`src/rtl/led_shift_scheduler.sv`:
```
// led_shift_scheduler: round-robin two-requester arbiter driving a serial LED shift-register chain.
module led_shift_scheduler #(
    parameter int WIDTH       = 8,
    parameter int clk_divider = 0
) (
    input  logic             clk,
    input  logic             rst,
    input  logic             req0,
    input  logic [WIDTH-1:0] data0,
    output logic             ack0,
    input  logic             req1,
    input  logic [WIDTH-1:0] data1,
    output logic             ack1,
    output logic             busy,
    output logic             grant_id,
    output logic             leddata,
    output logic             ledclk,
    output logic             ledlatch
);
    localparam int CW = clk_divider > 0 ? $clog2(clk_divider + 1) : 1;
    localparam int BW = $clog2(WIDTH);

    typedef enum logic [2:0] {IDLE, LOAD, SHIFT_LO, SHIFT_HI, LATCH_HI, LATCH_LO} state_t;

    state_t           state, state_nx;
    logic [CW-1:0]    cnt, cnt_nx;
    logic [BW-1:0]    bits, bits_nx;
    logic [WIDTH-1:0] shreg, shreg_nx;
    logic             ptr, ptr_nx, grant_nx, tick;
    logic             ack0_nx, ack1_nx, busy_nx, leddata_nx, ledclk_nx, ledlatch_nx;

    assign tick = cnt == CW'(clk_divider);

    always_ff @(posedge clk) begin
        if (rst) begin
            state    <= IDLE;
            cnt      <= '0;
            bits     <= '0;
            shreg    <= '0;
            ptr      <= 1'b0;
            grant_id <= 1'b0;
            ack0     <= 1'b0;
            ack1     <= 1'b0;
            busy     <= 1'b0;
            leddata  <= 1'b0;
            ledclk   <= 1'b0;
            ledlatch <= 1'b0;
        end else begin
            state    <= state_nx;
            cnt      <= cnt_nx;
            bits     <= bits_nx;
            shreg    <= shreg_nx;
            ptr      <= ptr_nx;
            grant_id <= grant_nx;
            ack0     <= ack0_nx;
            ack1     <= ack1_nx;
            busy     <= busy_nx;
            leddata  <= leddata_nx;
            ledclk   <= ledclk_nx;
            ledlatch <= ledlatch_nx;
        end
    end

    always_comb begin
        state_nx = state;
        cnt_nx   = (state == IDLE || state == LOAD || tick) ? '0 : cnt + 1'b1;
        bits_nx  = bits;
        shreg_nx = shreg;
        ptr_nx   = ptr;
        grant_nx = grant_id;
        case (state)
            IDLE: if (req0 || req1) begin
                grant_nx = (req0 && req1) ? ptr : req1;
                ptr_nx   = !grant_nx;
                state_nx = LOAD;
            end
            LOAD: begin
                shreg_nx = grant_id ? data1 : data0;
                bits_nx  = BW'(WIDTH - 1);
                state_nx = SHIFT_LO;
            end
            SHIFT_LO: if (tick) state_nx = SHIFT_HI;
            SHIFT_HI: if (tick) begin
                shreg_nx = {shreg[WIDTH-2:0], 1'b0};
                bits_nx  = (bits == '0) ? bits : bits - 1'b1;
                state_nx = (bits == '0) ? LATCH_HI : SHIFT_LO;
            end
            LATCH_HI: if (tick) state_nx = LATCH_LO;
            LATCH_LO: if (tick) state_nx = IDLE;
            default:  state_nx = IDLE;
        endcase
    end

    // Pin values are decoded from the next state so every output leaves a flop.
    always_comb begin
        ack0_nx     = state_nx == LOAD && !grant_nx;
        ack1_nx     = state_nx == LOAD && grant_nx;
        busy_nx     = state_nx != IDLE;
        ledclk_nx   = state_nx == SHIFT_HI;
        ledlatch_nx = state_nx == LATCH_HI;
        leddata_nx  = (state_nx == SHIFT_LO || state_nx == SHIFT_HI) && shreg_nx[WIDTH-1];
    end
endmodule

```
`config.mk`:
```
export PLATFORM = sky130hd
export DESIGN_NAME = led_shift_scheduler
export DESIGN_NICKNAME = d
export VERILOG_FILES = /design/src/rtl/led_shift_scheduler.sv
export SDC_FILE = /design/constraint.sdc
export NUM_CORES = 1
export LEC_CHECK = 0
export CAP_MARGIN = 20
export CORE_MARGIN = 5
export CORE_UTILIZATION = 51
export DETAILED_ROUTE_END_ITERATION = 10
export PLACE_DENSITY = 0.93
export SLEW_MARGIN = 20
export SYNTH_ARGS = -nofsm -noshare
export SYNTH_HDL_FRONTEND = slang
export SYNTH_SLANG_ARGS = --single-unit
```
`constraint.sdc`:
```
create_clock -name clk -period 3.55 [get_ports clk]
set_input_delay 1.065 -clock clk [delete_from_list [all_inputs] [get_ports clk]]
set_output_delay 1.065 -clock clk [all_outputs]
set_load 0.02 [all_outputs]
```
==> results.py, run 1 <==
metrics = {
    "status": {
        "status": "finished, final reports clean",
    },
    "grt": {
        "gr-total-overflow": 0,
        "met3_usage_pct": 3.96,
        "grt_start_max_net_pins": 14,
        "use_met2_pct": 28.9,
        "gr-usage-met1_pct": 18.1,
        "grt_use_total_pct": 17.4,
        "busiest_layer": "met2",
        "grt_pass1_vias": 949,
        "grt_antenna_before_repair": 0,
        "grt_pass1_wl_microns": 4150,
    },
    "critical_path": {
        "cp_slowest_stage_delay_ns": 0.60,
        "path_buf_inv": 1,
        "worstPathArrival_ns": 1.28,
        "reg2reg_slack_ns": 1.62,
        "crit_family": "buffers and inverters",
        "startpoint": "grant_id",
        "reg2reg_depth": 4,
        "worst-path-max-fanout": 2,
        "cpMaxStageDelayCell": "clkdlybuf4s50_1",
        "endpoint_kind": "output port",
        "worst_ep_required_time_ns": 2.48,
        "r2r_end": "leddata",
        "path_cells": "clkdlybuf4s50_1",
        "reg2reg_from": "state[1]",
        "worstSetupStartpointType": "flip-flop",
        "criticalPathCategory": "reg -> out",
    },
    "drt": {
        "wl_per_cell_microns": 15.6,
        "viasPerCell": 5.69,
        "drc_errors": 0,
        "dr.pass1.iters": 4,
        "route.antenna.remaining_nets": 0,
        "vias": 928,
        "drt_iter0_markers": 22,
        "totalWireLength_microns": 2540,
    },
    "die": {
        "start_util_pct": 54.0,
        "std_cell_rows": 16,
        "fp.dieH_microns": 55.6,
        "io_pins": 27,
        "die-area_sq_um": 3090,
        "core_sq_um": 1960,
        "die_w_microns": 55.6,
    },
    "synth": {
        "synth_seq_cells": 23,
        "avgSynthCellArea_sq_um": 9.54,
        "mappedNetlistNets": 133,
        "syn_inst": 111,
        "ys_types": 39,
        "yosysWarnings": 0,
        "syn-cell-area_sq_um": 1060,
        "yosysSeqAreaShare_pct": 43.5,
    },
    "hold_path": {
        "holdPathEnd": "ptr",
        "min-delay-start": "ptr",
        "hold_path.class": "reg -> reg",
        "hold_path_depth": 1,
    },
    "sta": {
        "rsz0062_at_grt": "no",
        "fin_setup_tns_ns": 0,
        "clock_skew_ns": 0.00347,
        "hold_viol_final": 0,
        "worstMarginPinSlew_ns": 0.560,
        "setup_viol": 0,
        "slew_headroom_pct": 62.5,
        "drv_slew": 0,
        "period_needed_ns": 2.34,
        "fin_crit_sh_pct": 65.9,
        "fmax_mhz": 427,
    },
    "placed_design": {
        "place.gp.congestion": 0.770,
        "place_inst": 159,
        "dpl.hpwl_microns": 1960,
        "numPortBuffers": 26,
    },
    "clock_network": {
        "htreeDepth": 1,
        "cts.sinks": 23,
        "cts-root-buf": "clkbuf_4",
        "clock_latency_ns": 0.31,
        "numCtsBuffers": 3,
        "hold_buffers": 0,
        "cts_buffer_depth": 2,
        "clk_pin_slew_ns": 0.13,
        "cts_setup_buffers": 0,
        "cts_repair_resize_count": 0,
        "cts_tree": "yes",
    },
    "cells_and_area": {
        "n_fill_cell": 173,
        "area_delta_synth_final_pct": 27.7,
        "final_cells": 163,
        "final-seq-area_sq_um": 460,
        "drive_gt1_share_pct": 11.0,
        "antenna_cells": 0,
        "multi_input_area_sq_um": 539,
        "nets": 159,
        "utilization_pct": 68.9,
    },
    "power_and_ir_drop": {
        "ir_worst_vdd_mv": 0.278,
        "powerDensity_nw_per_um2": 453,
        "leakage_nw": 0.513,
    },
    "flow_run": {
        "cap_violations": 0,
    },
}
cells in the final DEF, fill, tap and decap left out, types with 2 or more instances in the layout:
| master | instances |
|---|---|
| or2_2 | 2 |
| ha_1 | 2 |
| buf_4 | 2 |
| dfxtp_1 | 23 |
| clkdlybuf4s50_1 | 26 |
| a211oi_1 | 3 |
| nor2b_1 | 2 |
| nor3_1 | 2 |
| nor2_1 | 18 |
| clkbuf_4 | 3 |
| a221oi_1 | 6 |
| inv_1 | 4 |
| mux2i_1 | 8 |
| nand2_1 | 6 |
| a21oi_1 | 4 |
sequential cells by signal (all words and copies together) (netlist names):
name,count
shreg,8
leddata,1
grant_id,1
ack0,1
ledlatch,1
ack1,1
ledclk,1
ptr,1
cnt,1
busy,1
state,3
bits,3
cell type report:
cell class / count / area share (%)
clock buffer: 3 / 1.67
clock inverter: 1 / 0.370
inverter: 4 / 1.11
tap: 27 / 2.50
multi-input combinational: 77 / 39.9
sequential: 23 / 34.1
timing repair buffer: 28 / 20.4
report_power, final:
part           switching (mW)  internal (mW)
Clock                  0.0808         0.0422
Combinational          0.0915         0.0889
Sequential             0.0218          0.287
cells by family after synthesis:
kind of cell,count (synthesis),synth area share [%]
compound gates,21,15.4
xor+xnor,2,1.66
fa+ha+maj,2,2.36
buf+inv,11,5.55
flops,23,43.5
mux,8,7.57
other cells,1,0.354
simple gates,43,23.6
metrics by stage:
stage	total power [mW]	worst slack [ns]	hold slack, ns	cell area (sq um)
floorplan	0.427	1.45	0.440	1060
global placement	0.479	1.01	0.459	1320
detailed placement	0.492	0.932	0.466	1320
CTS	0.611	1.21	0.487	1350
global route	0.647	1.17	0.520	1350
finish	0.612	1.21	0.486	1350
metal layers:
| metal | part of all wire, % | vias up |
|---|---|---|
| met5 | 0 | - |
| met4 | 6.7 | 0 |
| met3 | 3.2 | 19 |
| met2 | 52 | 29 |
| met1 | 38 | 439 |
| li1 | - | 441 |
cell usage after synthesis (all sizes together):
master | number | area [sq um]
or3 | 1 | 6.26
xnor2 | 1 | 8.76
ha | 2 | 25.0
inv | 4 | 15.0
mux2i | 8 | 80.1
nor2 | 18 | 67.6
or3b | 1 | 8.76
nand2 | 6 | 22.5
buf | 4 | 32.5
conb | 1 | 3.75
a311o | 1 | 11.3
xor2 | 1 | 8.76
nor2b | 3 | 26.3
nand2b | 1 | 6.26
a211oi | 3 | 22.5
a311oi | 1 | 8.76
a31o | 1 | 8.76
nor3 | 4 | 36.3
a221oi | 6 | 52.6
dfxtp | 23 | 460
and2 | 1 | 6.26
and3 | 2 | 17.5
a31oi | 1 | 6.26
and2b | 1 | 7.51
a22oi | 1 | 7.51
a21oi | 4 | 20.0
and4bb | 1 | 12.5
o21bai | 1 | 7.51
a32o | 1 | 10.0
or2 | 2 | 12.5
a21boi | 1 | 7.51
nor3b | 2 | 20.0
clkbuf | 3 | 11.3
worst max path at each step:
stage | to | slack (ns) | cells past startpoint
3_3_place_gp | leddata | 1.01 | 5
4_1_cts | grant_id | 1.21 | 1
6_report | grant_id | 1.21 | 1
3_5_place_dp | ack1 | 0.93 | 6
2_1_floorplan | leddata | 1.45 | 5
5_1_grt | grant_id | 1.17 | 1
Power figures use the tool's default switching activity.
==> run 2: changes to the inputs <==
Settings changed: CORE_UTILIZATION 51 to 42, PLACE_DENSITY 0.93 to 0.83.
Clock period 3.55 ns to 2.1 ns, I/O delays scaled along.
==> run 2 against run 1 <==
Wire length decreased by 11%. Clock power up 73%. Sequential cell count unchanged. Sequential share of layout area is 0.71 points lower. Critical path type unchanged. Largest cell class unchanged.
==> results.py, run 2 (same netlist as run 1, synthesis figures left out) <==
metrics = {
    "critical_path": {
        "criticalPathCategory": "reg -> out",
        "reg2reg_depth": 4,
        "worstPathArrival_ns": 1.30,
        "worst_ep_required_time_ns": 1.47,
        "path_buf_inv": 1,
        "r2r_end": "leddata",
        "cp_slowest_stage_delay_ns": 0.61,
        "worstSetupStartpointType": "flip-flop",
        "reg2reg_slack_ns": 0.43,
        "crit_family": "buffers and inverters",
        "reg2reg_from": "state[2]",
        "cpMaxStageDelayCell": "clkdlybuf4s50_1",
        "worst-path-max-fanout": 2,
        "path_cells": "clkdlybuf4s50_1",
        "endpoint_kind": "output port",
    },
    "power_and_ir_drop": {
        "powerDensity_nw_per_um2": 749,
        "ir_worst_vdd_mv": 0.688,
        "leakage_nw": 0.524,
    },
    "placed_design": {
        "numPortBuffers": 26,
        "place_inst": 165,
        "place_ws_ns": -0.0353,
        "place.gp.congestion": 0.739,
        "dpl.hpwl_microns": 1780,
    },
    "die": {
        "die-area_sq_um": 3620,
        "std_cell_rows": 18,
        "core_sq_um": 2450,
        "fp.dieH_microns": 60.2,
        "io_pins": 27,
        "start_util_pct": 43.1,
        "die_w_microns": 60.2,
    },
    "hold_path": {
        "hold_path_depth": 1,
        "hold_path.class": "reg -> reg",
        "holdPathEnd": "ptr",
        "min-delay-start": "ptr",
    },
    "clock_network": {
        "clock_latency_ns": 0.32,
        "cts_buffer_depth": 2,
        "htreeDepth": 1,
        "cts-root-buf": "clkbuf_4",
        "cts_setup_buffers": 0,
        "cts_tree": "yes",
        "cts_repair_resize_count": 0,
        "cts.sinks": 23,
        "numCtsBuffers": 3,
        "clk_pin_slew_ns": 0.13,
        "hold_buffers": 0,
    },
    "drt": {
        "drt_iter0_markers": 45,
        "route.antenna.remaining_nets": 0,
        "dr.pass1.iters": 4,
        "wl_per_cell_microns": 13.4,
        "totalWireLength_microns": 2260,
        "drc_errors": 0,
        "viasPerCell": 5.24,
        "vias": 885,
    },
    "cells_and_area": {
        "area_delta_synth_final_pct": 30.4,
        "largest_reg_flops": 8,
        "largestRegisters": "shreg: 8 flops, bits: 3 flops, state: 3 flops",
        "drive_gt1_share_pct": 12.9,
        "nets": 162,
        "utilization_pct": 56.2,
        "final_cell_mix": "clkdlybuf4s50_1 (26), dfxtp_1 (23), nor2_1 (18)",
        "final_cells": 169,
        "antenna_cells": 0,
        "regMostFlops": "shreg",
        "mostFrequentLayoutCell": "clkdlybuf4s50_1",
    },
    "status": {
        "status": "finished, final reports clean",
    },
    "sta": {
        "clock_skew_ns": 0.00960,
        "worstMarginPinSlew_ns": 0.539,
        "fin_crit_sh_pct": 91.7,
        "period_needed_ns": 1.93,
        "slew_headroom_pct": 63.9,
        "hold_viol_final": 0,
        "rsz0062_at_grt": "no",
        "setup_viol": 0,
        "layout_setup_ws_ns": 0.173,
        "drv_slew": 0,
        "fmax_mhz": 519,
    },
    "grt": {
        "grt_antenna_before_repair": 0,
        "grt_use_total_pct": 13.2,
        "grt_start_max_net_pins": 15,
        "gr-total-overflow": 0,
        "grt_pass1_vias": 855,
        "met3_usage_pct": 5.40,
        "use_met2_pct": 23.1,
        "grt_pass1_wl_microns": 3590,
        "busiest_layer": "met2",
        "gr-usage-met1_pct": 14.6,
    },
    "flow_run": {
        "cap_violations": 0,
    },
}
-- run 2: changes by cell type in the layout (fill, tap and decap cells not counted) --
cell	delta
buf_4	+3
clkinv_2	-1
clkinvlp_4	+1
-- run 2: cell type report --
type	instances	area, sq um
multi-input combinational	77	539
inverter	4	15.0
clock inverter	1	7.51
timing repair buffer	31	298
clock buffer	3	22.5
fill	220	1070
sequential	23	460
tap	30	37.5
-- run 2: where the power goes --
| part | internal [mW] | leakage (nW) | switching [mW] | total [mW] |
|---|---|---|---|---|
| Clock | 0.0729 | 0.0139 | 0.140 | 0.213 |
| Sequential | 0.485 | 0.189 | 0.0363 | 0.521 |
| Combinational | 0.153 | 0.322 | 0.146 | 0.300 |
-- run 2: how the worst max path moves through the flow --
stage          slack (ns)       end  startpoint  depth (start not counted)
6_report             0.17  grant_id    grant_id                          1
5_1_grt              0.09  grant_id    grant_id                          1
4_1_cts              0.15  grant_id    grant_id                          1
3_3_place_gp         0.06      ack1        req0                          6
3_5_place_dp        -0.04      ack1        req0                          6
2_1_floorplan        0.37   leddata    grant_id                          5
-- run 2: worst reg2reg max path: stages (launching register included) --
cell and delay [ns]:
dfxtp_1 0.53, and4bb_1 0.27, nor2_1 0.44, a311o_2 0.26, nor2b_4 0.12
-- run 2: per-stage QoR --
| step | hold slack (ns) | setup TNS, ns | area, sq um | power (mW) |
|---|---|---|---|---|
| 2_1_floorplan | 0.440 | 0 | 1060 | 0.723 |
| 3_3_place_gp | 0.454 | 0 | 1350 | 0.814 |
| 3_5_place_dp | 0.474 | -0.0353 | 1350 | 0.831 |
| 4_1_cts | 0.498 | 0 | 1380 | 1.04 |
| 5_1_grt | 0.514 | 0 | 1380 | 1.10 |
| 6_report | 0.502 | 0 | 1380 | 1.03 |
-- run 2: layer usage --
metal	wire length, microns	vias up
li1	-	449
met1	959	407
met2	1110	25
met3	154	4
met4	40	0
met5	0	-
